$ cat config.mk
export PLATFORM = sky130hd
export DESIGN_NAME = dmem_preload
export DESIGN_NICKNAME = d
export VERILOG_FILES = /design/src/rtl/dmem_preload.sv
export SDC_FILE = /design/constraint.sdc
export NUM_CORES = 1
export LEC_CHECK = 0
export CORE_MARGIN = 1
export CORE_UTILIZATION = 51
export DETAILED_ROUTE_END_ITERATION = 8
export GPL_ROUTABILITY_DRIVEN = 0
export GPL_TIMING_DRIVEN = 0
export MAX_ROUTING_LAYER = met4
export PLACE_DENSITY = 0.87
export REMOVE_ABC_BUFFERS = 1
export SLEW_MARGIN = 15
export SYNTH_ARGS = -nofsm -noshare
export SYNTH_HDL_FRONTEND = slang
export SYNTH_SLANG_ARGS = --single-unit
$ cat constraint.sdc
create_clock -name clk -period 2.6 [get_ports clk]
set_clock_uncertainty 0.2 [all_clocks]
set_input_delay 0.39 -clock clk [delete_from_list [all_inputs] [get_ports clk]]
set_output_delay 0.39 -clock clk [all_outputs]
set_load 0.01 [all_outputs]
$ cat src/rtl/dmem_preload.sv
// dmem_preload: 8 x 8-bit data memory that is preloaded with a constant image.
// After reset, or on a reload request, a sequencer copies D0..D7 into the array
// one word per cycle. While busy is high, CPU writes are ignored. Once the load
// finishes, the CPU reads combinationally and writes synchronously.

// One storage word. It has an async clear and a synchronous write.
module dmem_word #(
    parameter int WIDTH = 8
) (
    input  logic             clk,
    input  logic             rst,
    input  logic             wen,
    input  logic [WIDTH-1:0] wdata,
    output logic [WIDTH-1:0] q
);
    // The word clears immediately on reset and otherwise loads when selected.
    always_ff @(posedge clk or posedge rst) begin
        if (rst)      q <= '0;
        else if (wen) q <= wdata;
    end
endmodule

module dmem_preload #(
    parameter int WIDTH = 8,
    parameter int DEPTH = 8,
    parameter int AW    = 3
) (
    input  logic             clk,
    input  logic             rst,
    input  logic [WIDTH-1:0] D0,
    input  logic [WIDTH-1:0] D1,
    input  logic [WIDTH-1:0] D2,
    input  logic [WIDTH-1:0] D3,
    input  logic [WIDTH-1:0] D4,
    input  logic [WIDTH-1:0] D5,
    input  logic [WIDTH-1:0] D6,
    input  logic [WIDTH-1:0] D7,
    input  logic [AW-1:0]    addr,
    input  logic             we,
    input  logic [WIDTH-1:0] wr_data,
    output logic [WIDTH-1:0] rd_data,
    input  logic             reload,
    output logic             busy,
    output logic             load_done
);
    typedef enum logic {LOAD, IDLE} state_t;

    state_t                        state, state_n;
    logic [AW-1:0]                 idx, idx_n;
    logic                          busy_n, done_n;
    logic                          ld_we, cpu_we;
    logic [DEPTH-1:0][WIDTH-1:0]   d_img;
    logic [DEPTH-1:0][WIDTH-1:0]   mem;

    // Gather the preset image so it can be indexed by word number.
    assign d_img = {D7, D6, D5, D4, D3, D2, D1, D0};

    // State, load index and the registered status outputs.
    always_ff @(posedge clk or posedge rst) begin
        if (rst) begin
            state     <= LOAD;
            idx       <= '0;
            busy      <= 1'b1;
            load_done <= 1'b0;
        end else begin
            state     <= state_n;
            idx       <= idx_n;
            busy      <= busy_n;
            load_done <= done_n;
        end
    end

    // Sequencer control. Reload takes priority over a CPU write in IDLE.
    // Both reload and we are ignored while loading.
    always_comb begin
        state_n = state;
        idx_n   = idx;
        done_n  = 1'b0;
        ld_we   = 1'b0;
        cpu_we  = 1'b0;
        unique case (state)
            LOAD: begin
                ld_we = 1'b1;
                idx_n = idx + 1'b1;
                if (idx == AW'(DEPTH - 1)) begin
                    state_n = IDLE;
                    done_n  = 1'b1;
                end
            end
            IDLE: begin
                if (reload) begin
                    state_n = LOAD;
                    idx_n   = '0;
                end else if (we) begin
                    cpu_we = 1'b1;
                end
            end
            default: state_n = LOAD;
        endcase
        // busy is registered from the next state so it falls on the edge that enters IDLE.
        busy_n = (state_n == LOAD);
    end

    // Storage array. Each word is written either by the sequencer or by the CPU,
    // and the two write sources are mutually exclusive by state.
    genvar n;
    generate
        for (n = 0; n < DEPTH; n++) begin : g_word
            logic             wen;
            logic [WIDTH-1:0] wdata;
            assign wen   = (ld_we && idx == AW'(n)) || (cpu_we && addr == AW'(n));
            assign wdata = ld_we ? d_img[n] : wr_data;
            dmem_word #(.WIDTH(WIDTH)) u_word (
                .clk   (clk),
                .rst   (rst),
                .wen   (wen),
                .wdata (wdata),
                .q     (mem[n])
            );
        end
    endgenerate

    assign rd_data = mem[addr];
endmodule

==> Word-level counts from Yosys, hierarchy flattened <==
Index checks and enable logic that the tools add are counted.
{ "word_totals": {"latchBits": 0, "word_cells": 77, "output_inout_bits": 10, "reg_bits": 70, "ramBits": 0, "memories": 0, "mem_bits_ro": 0, "in_bits": 79} }
{ "classes": {"reduce_logical": 26, "div": 0, "n_eq_ne": 15, "n_mul": 0, "n_shift": 0, "order_cmp": 1, "bitwise_logic": 2, "addsub": 1, "muxes": 20} }
{ "ops": {"columns": ["operator", "n"], "rows": [
  ["$mux W8", 9],
  ["$bmux W8 S3", 1],
  ["$eq A3 B3 Y1 const B", 8],
  ["$logic_and A1 B1 Y1", 16],
  ["$eq A3 B2 Y1 const B", 4],
  ["$logic_or A1 B1 Y1", 8],
  ["$mux W1", 7],
  ["$eq A3 B1 Y1 const B", 2],
  ["$logic_not A3 Y1", 2],
  ["$pmux W3 S2", 1],
  ["$lt A3 B4 Y1 const B", 1],
  ["$add A3 B1 Y3 const B", 1],
  ["$mux W3", 1],
  ["$ne A2 B2 Y1 const B", 1],
  ["$not A1 Y1", 2],
  ["$pmux W1 S2", 1]
]} }

==> Depth between registers and ports, before layout <==
Gate-level depths: netlist of the first run.
{ "depth": {"word_depth": 5, "mapped_depth": 6, "ltp_nobuf": 5} }

==> Hierarchy <==
A second synthesis of the first run with hierarchy kept.
{ "unflattened": {"hier_cells": 407, "area_unflattened_um2": 4316.6} }
{ "modules_own_cells": {"columns": ["module", "seq_area_each_um2", "area_each_um2", "instances", "cells_per_inst"], "rows": [
  ["dmem_word", 200.2, 335.3, 8, 18],
  ["dmem_preload", 151.4, 1634.1, 1, 263]
]} }

==> Worst setup path after synthesis of the first run <==
Ideal clock, no wire load.
{ "synth_timing": {"kind": "input-to-output", "startpoint": "input port addr[0]", "endpoint": "output port rd_data[0]", "slack_ns": 0.461, "stages": 4, "n_path_buf": 2, "required_time_ns": 2.010, "arrival_time_ns": 1.549, "path_cell_list": "buf_4 buf_6 mux4_2 mux2_2"} }
{ "synth_via": {"elab_chain_cells": 2} }
{ "synth_rtl": {"columns": ["item", "line_no", "source"], "rows": [
  ["start, declared", "38", "input logic [AW-1:0] addr,"],
  ["$bmux W8 S3", "123", "assign rd_data = mem[addr];"],
  ["$mux W8 (implied by the code)", "123", null],
  ["end, declared", "41", "output logic [WIDTH-1:0] rd_data,"]
]} }
Every way passes these cells. The select of a mux whose other input is x is not followed.

==> Worst setup path after layout of the first run <==
{ "layout_timing": {"startpoint": "input port addr[2]", "endpoint": "output port rd_data[0]"} }
Same word-level chain as after synthesis.

==> impl_results.md, run 1 <==
- Sink Count: 70
- Crit-path max FO: 14
- WP buf/inv: 2
- Post-synthesis simple-gate area fraction: 5.50%
- Largest net degree at the start of global routing: 45
- CP Data Arrival Time: 1.99 ns
- Pins over their slew limit: 0
- # nets final: 515
- Mux cell area share after synthesis: 28.2%
- Max-cap violations: 0
- Vias in the first global route: 3165
- Critical Path RT: 2.01 ns
- Slowest cell on the critical path: dlygate4sd2_1
- Rows: 32
- Fin area: 0.00524 mm2
- Reg-to-Reg Start: state$_DFF_PP0_
- Final Util: 68.1%
- Path type of the worst min-delay path: in2async
- Port buffer count: 88
- Ys Warns: 0
- Die height: 91.1 um
- Layout cells sized above 1: 19.5%
- Gr ovfl total: 0
- CTS tree: yes
- Mapped Cells: 348
- CTS Hold Bufs: 0
- H-tree Lvls: 3
- Critical Path Start: addr[2]
- Global-route wire length before repair: 16200 um
- Clock Pin Slew Worst Setup and Hold Paths: 0.08 ns
- CP cell instances: dlygate4sd2_1, mux2_2, clkdlybuf4s50_1
- Most frequent cells in the layout: 80 x clkdlybuf4s50_1, 68 x dfrtp_1, 62 x inv_1
- Final critical-path required period: 2.58 ns
- Clk buf depth: 2
- Unique masters post-synth: 35
- Layout area overhead: 29.3%
- DRC violations left: 0
- Placed cell areas: 0.00498 mm2
- Remaining antenna violation count: 0
- Slew @ Worst Pin: 0.765 ns
- Global-route usage over all layers: 26.8%
- Iteration-0 DRC Markers: 190
- Initial antenna violation count: 0
- Commonest non-fill, non-tap cell in the layout: clkdlybuf4s50_1
- Ports: 89
- Slew headroom: 49.0%
- Die area: 0.00830 mm2
- Worst Setup End Kind: output port
- Synth Area in Compound Gates: 12.4%
- Post-DR vias/cell: 5.61
- Fillers: 576
- #FFs+latches synth: 70
- Outcome: finished, final reports clean
- Via Count: 3014
- VDD IR-drop max: 0.456 mV
- Routed WL: 10100 um
- Maximum clock rate: 388 MHz
- Pre-antenna DRT Iters: 4
- Starting Density: 52.7%
- # diodes: 0
- CP delay by family, top: buffers and inverters
- Routed wire per std cell: 18.7 um
- Inst Count DP: 521
- Detailed placement HPWL: 6640 um
- Post-synthesis sequential area ratio: 43.3%
- Core area: 0.00769 mm2
- Skew-Pair Late Insertion Delay: 0.36 ns
- Slowest Stage Delay on Critical Path: 0.70 ns
- Post-Synth Adder-Cell Area: 1.85%
- Setup TNS: 0 ns
- Pwr/cell area: 982 mW/mm2
- CTS root buf: clkbuf_8
- Min Hold Slack: 0.160 ns
- Largest family of logic cells by synthesized area: multiplexers
- Setup Viol. Count Final: 0
- Synthesized area per cell: 11.6 um2
- Finished Layout Cells: 537
- Die width: 91.1 um
- Cell Area, Synth: 0.00405 mm2
- Final worst path period share: 99.2%
- Lkg Pwr: 2.51 nW
- Kind of critical path: in2out
- Hold Vio Cnt, Final: 0
- Post-Synth XOR/XNOR Area: 0%
- Total CTS buffers: 9
- Setup crit start kind: input port
[layout make-up]
class	count	area, um2	area share (%)
clock buffers	11	151	2.89
inverters	63	239	4.57
clock inverters	5	81.3	1.55
multi-input cells	196	1950	37.2
flip-flops and latches	70	1750	33.5
well taps	102	128	2.44
repair buffers	90	935	17.9
[path summary, 6_finish.rpt]
| kind | endpoint | slack [ns] | cells after the start |
|---|---|---|---|
| setup / recovery | rd_data[0] | 0.02 | 3 |
| hold / removal | g_word[6].u_word.q[1]$_DFFE_PP0P_ | 0.16 | 2 |
| setup reg to reg | g_word[4].u_word.q[4]$_DFFE_PP0P_ | 0.18 | 3 |
| hold reg to reg | g_word[4].u_word.q[6]$_DFFE_PP0P_ | 0.29 | 1 |
| max in group asynchronous | g_word[0].u_word.q[3]$_DFFE_PP0P_ | 1.50 | 3 |
| min in group clk | g_word[4].u_word.q[6]$_DFFE_PP0P_ | 0.29 | 1 |
[cell usage after synthesis]
library cell	count	area (um2)
a21o_2	1	8.76
a21oi_1	1	5.00
a221o_1	7	70.1
a22oi_4	3	63.8
a31o_1	1	8.76
a32o_1	1	10.0
a32o_2	2	22.5
a32oi_1	1	8.76
and2_1	6	37.5
and4b_2	1	11.3
and4bb_4	2	32.5
buf_1	1	3.75
buf_2	7	35.0
buf_4	2	15.0
buf_6	4	45.0
clkbuf_1	5	18.8
dfrtp_1	69	1730
dfstp_2	1	26.3
ha_1	6	75.1
inv_1	63	236
mux2_1	30	338
mux2_2	18	203
mux2_4	16	240
mux4_2	16	360
nand2_1	10	37.5
nand2b_1	1	6.26
nand3b_1	2	15.0
nand4b_1	1	8.76
nor2_1	2	7.51
nor2b_1	6	37.5
nor3_1	1	5.00
nor4b_4	1	23.8
o21ai_0	58	290
o221ai_1	1	8.76
o22ai_1	1	6.26
[state kept, by name (all words and copies together), names as in the netlist]
register,flops
g_word.u_word.q,64
load_done,1
state,1
busy,1
idx,3
[stage by stage]
stage	power [mW]	worst slack (ns)
floorplan	3.34	-0.216
global placement	3.93	-1.24
detailed placement	4.11	-0.798
CTS	5.15	0.0119
global route	5.44	-0.00375
finish	5.14	0.0205
[what timing repair did]
| item | CTS | global route |
|---|---|---|
| pin swaps | 0 | 0 |
| endpoints found under the setup margin | 61 | 15 |
| hold endpoints to repair | 0 | 0 |
| gates cloned | 0 | 0 |
| gates resized for setup | 9 | 8 |
| buffers inserted | 0 | 0 |
[where the power goes]
group	internal (mW)	total (mW)	switching [mW]
Clock	0.592	1.02	0.428
Combinational	1.23	2.12	0.890
Sequential	1.63	2.00	0.367
Total	3.46	5.14	1.68
[kinds of logic (layout without fill, tap and decap cells)]
| logic type | Yosys count | in the layout |
|---|---|---|
| flops | 70 | 70 |
| mux | 80 | 80 |
| compound gates | 77 | 77 |
| fa+ha+maj | 6 | 6 |
| simple gates | 33 | 33 |
| buf+inv | 82 | 169 |
[layer usage]
layer  share of wire (%)  global-route usage, %  vias up
li1                    -                      -     1383
met1                  40                   33.8     1466
met2                  49                   41.9      141
met3                 7.9                   6.11       24
met4                 2.4                   11.4        0
met5                   0                      -        -
(Power assumes the default switching activity.)
==> run 2, diff against run 1 <==
CORE_ASPECT_RATIO = 0.9   (was unset)
==> run 2 against run 1 <==
Non-clock buffer count did not move. Critical endpoint is now rd_data[5]. Worst setup slack improved by 0.0080 ns. Largest power group unchanged. Via count fell by 0.43%. Total power rose by 0.86%. Die area barely moved. Cell area rose by 0.24%. Largest cell class unchanged. Combinational power barely moved. Count of clock-buffer cells in the layout fell by 1.
==> impl_results.md, run 2 (synthesis results as in run 1) <==
- Outcome: finished, final reports clean
- Most frequent cells in the layout: 80 x clkdlybuf4s50_1, 68 x dfrtp_1, 62 x inv_1
- Slew headroom: 47.0% (-2.0 points)
- FF-to-FF path depth: 5 (+2)
- Gr busiest metal: met2
- Detailed placement HPWL: 6770 um (+1.9%)
- Die area: 0.00830 mm2 (about the same)
- Met1 Use GR: 35.6% (+1.8 points)
- H-tree Lvls: 3 (unchanged)
- Setup crit start kind: input port
- Hold Vio Cnt, Final: 0 (unchanged)
- Die height: 86.5 um (-5.0%)
- CTS tree: yes
- Crit-path max FO: 14 (unchanged)
- Iteration-0 DRC Markers: 133 (-30%)
- Critical Path RT: 2.01 ns (about the same)
- Sink Count: 70 (unchanged)
- Postcts setup bufs: 0 (unchanged)
- Layout area overhead: 29.6%
- Clock Pin Slew Worst Setup and Hold Paths: 0.07 ns (about the same)
- Die width: 95.9 um (+5.3%)
- Max-cap violations: 0 (unchanged)
- Global-route usage over all layers: 27.2% (+0.36 points)
- Tot Pwr: 5.19 mW (+0.86%)
- Initial antenna violation count: 0 (unchanged)
- Slew @ Worst Pin: 0.795 ns (+0.0301 ns)
- Lkg Pwr: 2.52 nW (+0.53%)
- Min Hold Slack: 0.111 ns (-0.0488 ns)
- Starting Density: 53.1% (+0.47 points)
- Port buffer count: 88 (unchanged)
- Total CTS buffers: 9 (unchanged)
- Skew-Pair Late Insertion Delay: 0.34 ns (-0.02 ns)
- Pins over their slew limit: 0 (unchanged)
- Final worst path period share: 98.9% (-0.31 points)
- Setup Viol. Count Final: 0 (unchanged)
- Global-route wire length before repair: 16100 um (-0.89%)
- VDD IR-drop max: 0.474 mV (+3.8%)
- Maximum clock rate: 389 MHz (+0.31%)
- Kind of critical path: in2out
- Routed wire per std cell: 18.7 um (-0.21%)
- Max FFs per register: 64 (unchanged)
- Leading registers by flop count: g_word.u_word.q x64, idx x3
- Pwr/cell area: 989 mW/mm2 (+0.62%)
- Met3 Track Usage GR: 4.21% (-1.9 points)
- Vias in the first global route: 3205 (+1.3%)
- Ports: 89 (unchanged)
- Inst Count DP: 515 (-1.2%)
- Worst Setup End Kind: output port
- Routed WL: 9920 um (-1.3%)
- Rows: 30 (-6.3%)
- Commonest non-fill, non-tap cell in the layout: clkdlybuf4s50_1
- Largest Register: g_word.u_word.q
- Finished Layout Cells: 531 (-1.1%)
- Fin area: 0.00525 mm2 (+0.24%)
- Path type of the worst min-delay path: in2async
- CTS root buf: clkbuf_8
- Via Count: 3001 (-0.43%)
- # diodes: 0 (unchanged)
- CP Data Arrival Time: 1.98 ns (about the same)
- Post-DR vias/cell: 5.65 (+0.69%)
- GR Util met2: 42.3% (+0.48 points)
- Clk buf depth: 2 (unchanged)
- R2R setup slack: 0.14 ns (-0.04 ns)
- RSZ-0062 raised after global routing: false
- Core area: 0.00762 mm2 (-0.88%)
- # nets final: 515 (unchanged)
- Remaining antenna violation count: 0 (unchanged)
- CTS Hold Bufs: 0 (unchanged)
- Final critical-path required period: 2.57 ns (-0.00804 ns)
- DRC violations left: 0 (unchanged)
- Reg-to-Reg Start: idx[2]$_DFFE_PP0P_
- Largest net degree at the start of global routing: 61 (+36%)
- Pre-antenna DRT Iters: 4 (unchanged)
- Layout cells sized above 1: 19.3% (-0.23 points)
- RR Endpoint: g_word[3].u_word.q[3]$_DFFE_PP0P_
- Placed cell areas: 0.00498 mm2 (unchanged)
- Gr ovfl total: 0 (unchanged)
-- run 2: changes by cell type in the layout (fill, tap and decap cells not counted), sizes merged --
cell	delta
buf	+1
clkinvlp	-1
clkinv	+1
clkdlybuf4s15	+1
bufinv	+1
clkbuf	-2
dlygate4sd2	-1
-- run 2: routing by layer --
layer,wire length (um),share of wire [%],up-vias
met2,4790,48,109
met3,602,6.1,24
li1,-,-,1373
met4,260,2.6,0
met5,0,0,-
met1,4270,43,1495
-- run 2: layout make-up --
type / instances / area [um2]
fillers: 536 / 2370
multi-input cells: 196 / 1940
flip-flops and latches: 70 / 1750
repair buffers: 90 / 943
inverters: 63 / 239
clock buffers: 10 / 138
well taps: 96 / 120
clock inverters: 6 / 109
-- run 2: power breakdown --
part	total (mW)	leakage [nW]	switching (mW)	internal (mW)
sequential	1.97	0.853	0.335	1.63
clock	1.08	0.126	0.421	0.662
combinational	2.14	1.54	0.908	1.23
total	5.19	2.52	1.66	3.52
-- run 2: how the worst max path moves through the flow --
stage               slack, ns                               from                                 to
floorplan               -0.22                    state$_DFF_PP0_  g_word[3].u_word.q[0]$_DFFE_PP0P_
global placement        -1.25                            addr[0]                         rd_data[3]
CTS                      0.01                            addr[2]                         rd_data[4]
detailed placement      -0.79                            addr[1]                         rd_data[2]
finish                   0.03                            addr[2]                         rd_data[5]
global route            0.002  g_word[3].u_word.q[5]$_DFFE_PP0P_                         rd_data[5]
-- run 2: repair_timing --
action / in CTS / in global routing
endpoints found under the setup margin: 70 / 8
pin swaps: 0 / 0
gates resized for setup: 10 / 7
-- run 2: worst max-delay path, cell delays in order --
cell and delay [ns]:
clkdlybuf4s15_1 0.69, mux2_2 0.41, clkdlybuf4s50_1 0.48
-- run 2: metrics by stage --
step / setup TNS, ns / setup WS, ns / utilization, %
final: 0 / 0.0286 / 68.9
after global routing: 0 / 0.00222 / 68.9
after CTS: 0 / 0.0142 / 68.6
after detailed placement: -36.45 / -0.788 / 65.3
after global placement: -115.62 / -1.25 / 64.7
after floorplan: -4.25 / -0.216 / -
